File: config.mk
export PLATFORM = sky130hd
export DESIGN_NAME = mii_tx_nibble_framer
export DESIGN_NICKNAME = d
export VERILOG_FILES = /design/src/rtl/mii_tx_nibble_framer.sv
export SDC_FILE = /design/constraint.sdc
export NUM_CORES = 1
export LEC_CHECK = 0
export CORE_MARGIN = 2
export CORE_UTILIZATION = 65
export CTS_CLUSTER_DIAMETER = 60
export DETAILED_ROUTE_END_ITERATION = 16
export PLACE_DENSITY = 0.89
export SETUP_SLACK_MARGIN = 0.4
export SKIP_CTS_REPAIR_TIMING = 1
export SLEW_MARGIN = 20
export SYNTH_ARGS = -nofsm -noshare
export SYNTH_HDL_FRONTEND = slang
export SYNTH_SLANG_ARGS = --single-unit
export TNS_END_PERCENT = 50
File: constraint.sdc
create_clock -name clk_in -period 5.4 [get_ports clk_in]
set_clock_uncertainty 0.05 [all_clocks]
set_input_delay 0.81 -clock clk_in [delete_from_list [all_inputs] [get_ports clk_in]]
set_output_delay 0.81 -clock clk_in [all_outputs]
set_load 0.01 [all_outputs]
File: src/rtl/mii_tx_nibble_framer.sv
// MII transmit framer: preamble/SFD, byte-stream payload as nibbles, optional
// zero padding, CRC-32 FCS and an enforced inter-frame gap. All outputs registered.
module mii_tx_nibble_framer #(
    parameter int PAD_EN     = 1,
    parameter int MIN_BYTES  = 60,
    parameter int IFG_CYCLES = 24
) (
    input  logic       clk_in,
    input  logic       reset,
    input  logic [7:0] s_data,
    input  logic       s_valid,
    input  logic       s_last,
    output logic       s_ready,
    output logic [3:0] mii_txd,
    output logic       mii_tx_en,
    output logic       busy,
    output logic       underrun
);

    typedef enum logic [2:0] {IDLE, PRE, DATA, PAD, FCS, IFG} state_t;

    localparam logic [31:0] POLY     = 32'hEDB88320;
    localparam logic [15:0] MIN_CNT  = 16'(MIN_BYTES);
    localparam logic [15:0] IFG_LAST = 16'(IFG_CYCLES - 1);

    state_t      state, state_n;
    logic [15:0] cnt, cnt_n;
    logic [15:0] byte_cnt, byte_cnt_n;
    logic [7:0]  cur_byte, cur_byte_n;
    logic        last, last_n;
    logic [31:0] crc, crc_n, crc_upd, fcs;
    logic        s_ready_n, tx_en_n, busy_n, underrun_n;
    logic [3:0]  txd_n;

    function automatic logic [31:0] crc_nibble(input logic [31:0] c, input logic [3:0] n);
        logic [31:0] r;
        r = c ^ {28'h0, n};
        for (int unsigned i = 0; i < 4; i++)
            r = r[0] ? ((r >> 1) ^ POLY) : (r >> 1);
        return r;
    endfunction

    function automatic logic [15:0] sat_inc(input logic [15:0] v);
        return (v >= MIN_CNT) ? v : v + 16'd1;
    endfunction

    // mii_txd holds the nibble on the wire this cycle, so it feeds the CRC directly.
    always_comb begin
        state_n    = state;
        cnt_n      = cnt;
        byte_cnt_n = byte_cnt;
        cur_byte_n = cur_byte;
        last_n     = last;
        underrun_n = 1'b0;
        crc_upd    = crc_nibble(crc, mii_txd);
        crc_n      = crc;

        case (state)
            IDLE: begin
                if (s_valid) begin
                    state_n    = PRE;
                    cnt_n      = '0;
                    byte_cnt_n = '0;
                end
            end
            PRE: begin
                if (cnt == 16'd15) begin
                    cnt_n = '0;
                    if (s_valid) begin
                        state_n    = DATA;
                        cur_byte_n = s_data;
                        last_n     = s_last;
                        byte_cnt_n = sat_inc(byte_cnt);
                    end else begin
                        state_n    = IFG;
                        underrun_n = 1'b1;
                    end
                end else begin
                    cnt_n = cnt + 16'd1;
                end
            end
            DATA: begin
                crc_n = crc_upd;
                if (!cnt[0]) begin
                    cnt_n = 16'd1;
                end else begin
                    cnt_n = '0;
                    if (last) begin
                        if (PAD_EN != 0 && byte_cnt < MIN_CNT) begin
                            state_n    = PAD;
                            byte_cnt_n = sat_inc(byte_cnt);
                        end else begin
                            state_n = FCS;
                        end
                    end else if (s_valid) begin
                        cur_byte_n = s_data;
                        last_n     = s_last;
                        byte_cnt_n = sat_inc(byte_cnt);
                    end else begin
                        state_n    = IFG;
                        underrun_n = 1'b1;
                    end
                end
            end
            PAD: begin
                crc_n = crc_upd;
                if (!cnt[0]) begin
                    cnt_n = 16'd1;
                end else begin
                    cnt_n = '0;
                    if (byte_cnt >= MIN_CNT) state_n = FCS;
                    else byte_cnt_n = sat_inc(byte_cnt);
                end
            end
            FCS: begin
                if (cnt == 16'd7) begin
                    state_n = IFG;
                    cnt_n   = '0;
                end else begin
                    cnt_n = cnt + 16'd1;
                end
            end
            IFG: begin
                if (cnt == IFG_LAST) begin
                    state_n = IDLE;
                    cnt_n   = '0;
                end else begin
                    cnt_n = cnt + 16'd1;
                end
            end
            default: state_n = IDLE;
        endcase

        if (state_n == IFG && state != IFG) crc_n = '1;

        // Outputs are derived from the next state so the registers line up with it.
        fcs       = ~crc_n;
        tx_en_n   = (state_n == PRE) || (state_n == DATA) || (state_n == PAD) || (state_n == FCS);
        busy_n    = (state_n != IDLE);
        s_ready_n = (state_n == PRE && cnt_n == 16'd15) || (state_n == DATA && cnt_n[0] && !last_n);
        case (state_n)
            PRE:     txd_n = (cnt_n == 16'd15) ? 4'hD : 4'h5;
            DATA:    txd_n = cnt_n[0] ? cur_byte_n[7:4] : cur_byte_n[3:0];
            FCS:     txd_n = fcs[{cnt_n[2:0], 2'b00} +: 4];
            default: txd_n = '0;
        endcase
    end

    always_ff @(posedge clk_in or posedge reset) begin
        if (reset) begin
            state     <= IDLE;
            cnt       <= '0;
            byte_cnt  <= '0;
            cur_byte  <= '0;
            last      <= 1'b0;
            crc       <= '1;
            s_ready   <= 1'b0;
            mii_txd   <= '0;
            mii_tx_en <= 1'b0;
            busy      <= 1'b0;
            underrun  <= 1'b0;
        end else begin
            state     <= state_n;
            cnt       <= cnt_n;
            byte_cnt  <= byte_cnt_n;
            cur_byte  <= cur_byte_n;
            last      <= last_n;
            crc       <= crc_n;
            s_ready   <= s_ready_n;
            mii_txd   <= txd_n;
            mii_tx_en <= tx_en_n;
            busy      <= busy_n;
            underrun  <= underrun_n;
        end
    end

endmodule

# [Yosys cells after proc, flatten, opt, wreduce, memory -nomap -nowiden]
# Index checks and enable logic that the tools add are counted.
[totals] register_bits=84 output_inout_bits=8 elab_cells=108
[op_classes] n_addsub=2 magnitude_cmp=2 n_eq_ne=20 n_shift=1 muxes=52 bitwise=6 reduce_logical=14
[ops] operator="two-way mux 16 bit" count=12
[ops] operator="two-way mux 32 bit" count=6
[ops] operator="case mux 16 bit (5 select lines)" count=1
[ops] operator="case mux 16 bit (4 select lines)" count=1
[ops] operator="inverter 13 -> 14 bit" count=4
[ops] operator="two-way mux 3 bit" count=11
[ops] operator="adder 16 x 1 -> 16 bit, second input constant" count=2
[ops] operator="equality test 16 x 4 -> 1 bit, second input constant" count=2
[ops] operator="two-way mux 8 bit" count=4
[ops] operator="inverter 32 bit" count=1
[ops] operator="variable part select 32 x 6 -> 4 bit" count=1
[ops] operator="XOR 32 x 4 -> 32 bit" count=1
[ops] operator="case mux 3 bit (6 select lines)" count=1
[ops] operator="equality test 16 x 3 -> 1 bit, second input constant" count=1
[ops] operator="equality test 16 x 5 -> 1 bit, second input constant" count=1
[ops] operator=">= comparator 16 x 6 -> 1 bit, second input constant" count=1
[ops] operator="< comparator 16 x 6 -> 1 bit, second input constant" count=1
[ops] operator="case mux 8 bit (2 select lines)" count=1
[ops] operator="equality test 3 x 2 -> 1 bit, second input constant" count=4
[ops] operator="equality test 3 bit, second input constant" count=4
[ops] operator="case mux 4 bit (3 select lines)" count=1
[ops] operator="two-way mux 1 bit" count=10
[ops] operator="two-way mux 4 bit" count=2
[ops] operator="inequality test 2 bit, second input constant" count=4
[ops] operator="other kinds (11)" count=20

# [Logic depth before layout (Yosys ltp)]
[depth] word_depth=14 ltp_mapped=12 mapped_depth_nobuf=10

# [Worst setup path before layout]
# No wires, ideal clock.
[synth_timing] path_type="input to register" startpoint="input port s_valid" endpoint="register mii_txd[2]" setup_time_ns=0.126 arrival_time_ns=2.653 required_time_ns=5.224 setup_slack_ns=2.571 stages=9 cell_sequence="or4_1 -> nand2_1 -> nand2_1 -> a31o_2 -> inv_2 -> mux2_1 -> and3_1 -> a311oi_1 -> o31ai_1"
[synth_via] elab_chain_len=10
[synth_rtl] item="start, declared" line="11" rtl="input logic s_valid,"
[synth_rtl] item="two-way mux 3 bit" line="95" rtl="end else if (s_valid) begin"
[synth_rtl] item="two-way mux 3 bit" line="88" rtl="if (last) begin"
[synth_rtl] item="two-way mux 3 bit" line="84" rtl="if (!cnt[0]) begin"
[synth_rtl] item="case mux 3 bit (6 select lines)" line="58" rtl="case (state)"
[synth_rtl] item="equality test 3 bit" line="134" rtl="if (state_n == IFG && state != IFG) crc_n = '1;"
[synth_rtl] item="logical AND 1 bit" line="134"
[synth_rtl] item="two-way mux 32 bit" line="134"
[synth_rtl] item="inverter 32 bit" line="137" rtl="fcs = ~crc_n;"
[synth_rtl] item="variable part select 32 x 6 -> 4 bit" line="144" rtl="FCS: txd_n = fcs[{cnt_n[2:0], 2'b00} +: 4];"
[synth_rtl] item="case mux 4 bit (3 select lines) *" line="141" rtl="case (state_n)"
[synth_rtl] item="named net txd_n[2]" line="33" rtl="logic [3:0] txd_n;"
[synth_rtl] item="end signal, assigned" line="170" rtl="mii_txd <= txd_n;"
[synth_rtl] item="end, declared" line="14" rtl="output logic [3:0] mii_txd,"
# The timed path passes the listed nets; every way through them passes the cells marked *.
# A chain may end at the register's enable or synchronous reset.

# [Worst setup path in the final report]
[layout_timing] startpoint="register cnt[0]" endpoint="register mii_txd[3]"
[layout_via] elab_chain_len=9
[layout_rtl] item="start, declared" line="27" rtl="logic [15:0] cnt, cnt_n;"
[layout_rtl] item="start signal, assigned" line="164" rtl="cnt <= cnt_n;"
[layout_rtl] item="parallel branches: the longest is 8 deep, another holds adder 16 x 1 -> 16 bit"
[layout_rtl] item="case mux 4 bit (3 select lines) *" line="141"
[layout_rtl] item="named net txd_n[3]" line="33"
# Mark *: on every way through the listed nets, which the timed path passes.

==> impl_metrics.tcl <==
set metrics [dict create \
    ir_worst_vdd_uv 145.2 \
    synth_top_area_cell "dfrtp_1" \
    diodes 0 \
    fin_hold_ws_ns 0.4494 \
    power_leakage_uw 0.002347 \
    yosysMostFrequentCell "nand2_1" \
    cts.sinks 84 \
    ctsLongestPathBuffers 2 \
    worst_pin_slew_ns 0.9035 \
    synth_warnings 0 \
    ant_nets 0 \
    instances_no_fill 653 \
    overflow 0 \
    cp_top_family "compound AO/OA/AOI/OAI gates" \
    worstPathMaxFanout 15 \
    cts.htree.levels 3 \
    antenna_found_initial 0 \
    viasPerCell 6.622 \
    io_buffer_count 19 \
    crit_path_top_delay_cell "o41ai_4" \
    postPlaceCellArea_um2 5298 \
    firstDrtPassIters 7 \
    grtUsageTotal_pct 30.85 \
    die-height_um 92.37 \
    startpoint_type "flop" \
    start_util_pct 66.38 \
    die_w_um 92.37 \
    synthArstFlopShare_pct 100.0 \
    reg2reg_from "cnt[0]" \
    synth.area.top_cells "dfrtp_1, dfstp_2, nand2_1, xor2_1, o21ai_0" \
    crit_path_max_incr_delay_ns 0.76 \
    layout-drive-gt1-share_pct 15.06 \
    worstHoldStart "crc[14]" \
    cts_tree "built" \
    min_period_ns 4.189 \
    synth_edf_count 0 \
    synth.distinct_cells 86 \
    critPathLaunch "cnt[0]" \
    max_freq_mhz 238.7 \
    status "finished, final reports clean" \
    gp_congestion 0.9059 \
    avgRoutedWirePerCell_um 19.15 \
    numCtsBuffers 9 \
    std_cell_rows 32 \
    cp_data_required_time_ns 5.60 \
    crit_chain "ha_1 -> nor4bb_1 -> nand4_1 -> and3_1 -> o41ai_4 -> inv_2 -> a2111o_1 -> o2bb2ai_1 -> a211o_1" \
    power_density_nw_per_um2 202.7 \
    synthCells 541 \
    clkLatencyLatePin_ns 0.36 \
    arrival_ns 4.39 \
    cp-end-kind "flop" \
    clkSlewWorstSetupHoldPaths_ns 0.09 \
    syn_area_per_cell_um2 9.383 \
    hpwl_mm 8.595 \
    utilization_pct 71.88 \
    finalHoldViolCount 0 \
    min_period_over_period_pct 77.57 \
    drv_cap 0 \
    coreArea_um2 7647 \
    setup_viol 0 \
    die-area_um2 8532 \
    timing.slew.headroom_pct 39.56 \
    holdCritPathClass "flop to flop" \
    grt_pass1_vias 4324 \
    grt_first_pass_wirelength_mm 20.91 \
    drc_errors 0 \
    synth_seq_cells 84 \
    criticalPathCategory "flop to flop" \
    fin_setup_tns_ns 0 \
    num_vias 4324 \
    rrSetupSlack_ns 1.21 \
    drtIter0Drc 452 \
    final_area_um2 5497 \
    yosysSeqAreaShare_pct 42.20 \
    rsz0062_at_grt "false" \
    syn-cell-area_um2 5076 \
    yosys-top-cells-count "nand2_1, dfrtp_1, dfstp_2" \
    ioPinCount 20 \
    area_delta_synth_final_pct 8.282 \
    layout.nets 561 \
    path_buf_inv 1 \
    cts_root_buf "clkbuf_8" \
    synthDominantCellAreaShare_pct 25.63 \
    slew_violations 0 \
    syn_nets 556 \
    synth_top_flop_cell "dfrtp_1" \
    dp_cells 637 \
    routed_wl_mm 12.50 \
    grt_start_max_net_pins 71 \
]
cell type report:
type | instances | area [um2]
Sequential cell | 84 | 2142
Multi-Input combinational cell | 412 | 2743
Fill cell | 566 | 2151
Inverter | 15 | 57.56
Clock buffer | 10 | 127.6
Tap cell | 102 | 127.6
Timing Repair Buffer | 24 | 227.7
Clock inverter | 6 | 71.32
worst min-delay path, stage by stage (launching register included):
cell and delay [ns]:
dfstp_2 0.38, nand2_1 0.05, nand3_1 0.07
routing by layer:
metal,GRT usage [%],vias to the layer above,wire (um)
met3,4.801,38,756
met1,40.17,2099,5119
met2,52.80,218,6323
li1,-,1969,-
met5,0,-,0
met4,10.32,0,303
flip-flops by register name (all words and copies together) (netlist names):
| signal | flops |
|---|---|
| mii_tx_en | 1 |
| state | 3 |
| cnt | 16 |
| underrun | 1 |
| cur_byte | 8 |
| byte_cnt | 16 |
| busy | 1 |
| mii_txd | 4 |
| last | 1 |
| crc | 32 |
| s_ready | 1 |
where the power goes:
| group | total (uW) | internal, uW | switching (uW) |
|---|---|---|---|
| clock | 461 | 220 | 242 |
| sequential | 630 | 630 | 0 |
| combinational | 22.9 | 7.85 | 15.0 |
| total | 1110 | 857 | 257 |
cell families after synthesis:
kind of cell | count (synthesis) | synth area share, %
flops | 84 | 42.20
simple gates | 223 | 23.12
compound gates | 123 | 17.60
buf+inv | 45 | 3.771
mux | 23 | 4.807
xor+xnor | 40 | 7.764
fa+ha+maj | 3 | 0.7395
stage by stage:
| step | worst slack, ns | power [uW] |
|---|---|---|
| floorplan | 2.428 | 652.0 |
| global route | 0.9653 | 1149 |
| finish | 1.211 | 1114 |
| detailed placement | 1.307 | 664.7 |
| CTS | 1.305 | 1121 |
| global placement | 1.449 | 663.8 |
final timing paths:
| kind | end | depth (start not counted) |
|---|---|---|
| max | mii_txd[3] | 9 |
| min | crc[10] | 2 |
| max reg2reg | mii_txd[3] | 9 |
| min reg2reg | crc[10] | 2 |
| max in group asynchronous | s_ready | 3 |
| min in group asynchronous | crc[14] | 2 |
placed cells by master, fill, tap and decap left out, drive strengths merged, types with 4 or more instances in the layout:
cell type and count:
nand2 84, dfrtp 52, dfstp 32, nor2 32
o21ai 30, nand3 24, xor2 21, a21oi 20
clkdlybuf4s50 19, o211ai 17, nor3 17, xnor2 17
inv 17, nor2b 13, mux2i 12, nand4 12
mux2 11, clkbuf 10, nor4 10, and3 6
buf 5, o32ai 4, a32oi 4, o31ai 4
or2 4
(Power assumes the default switching activity.)
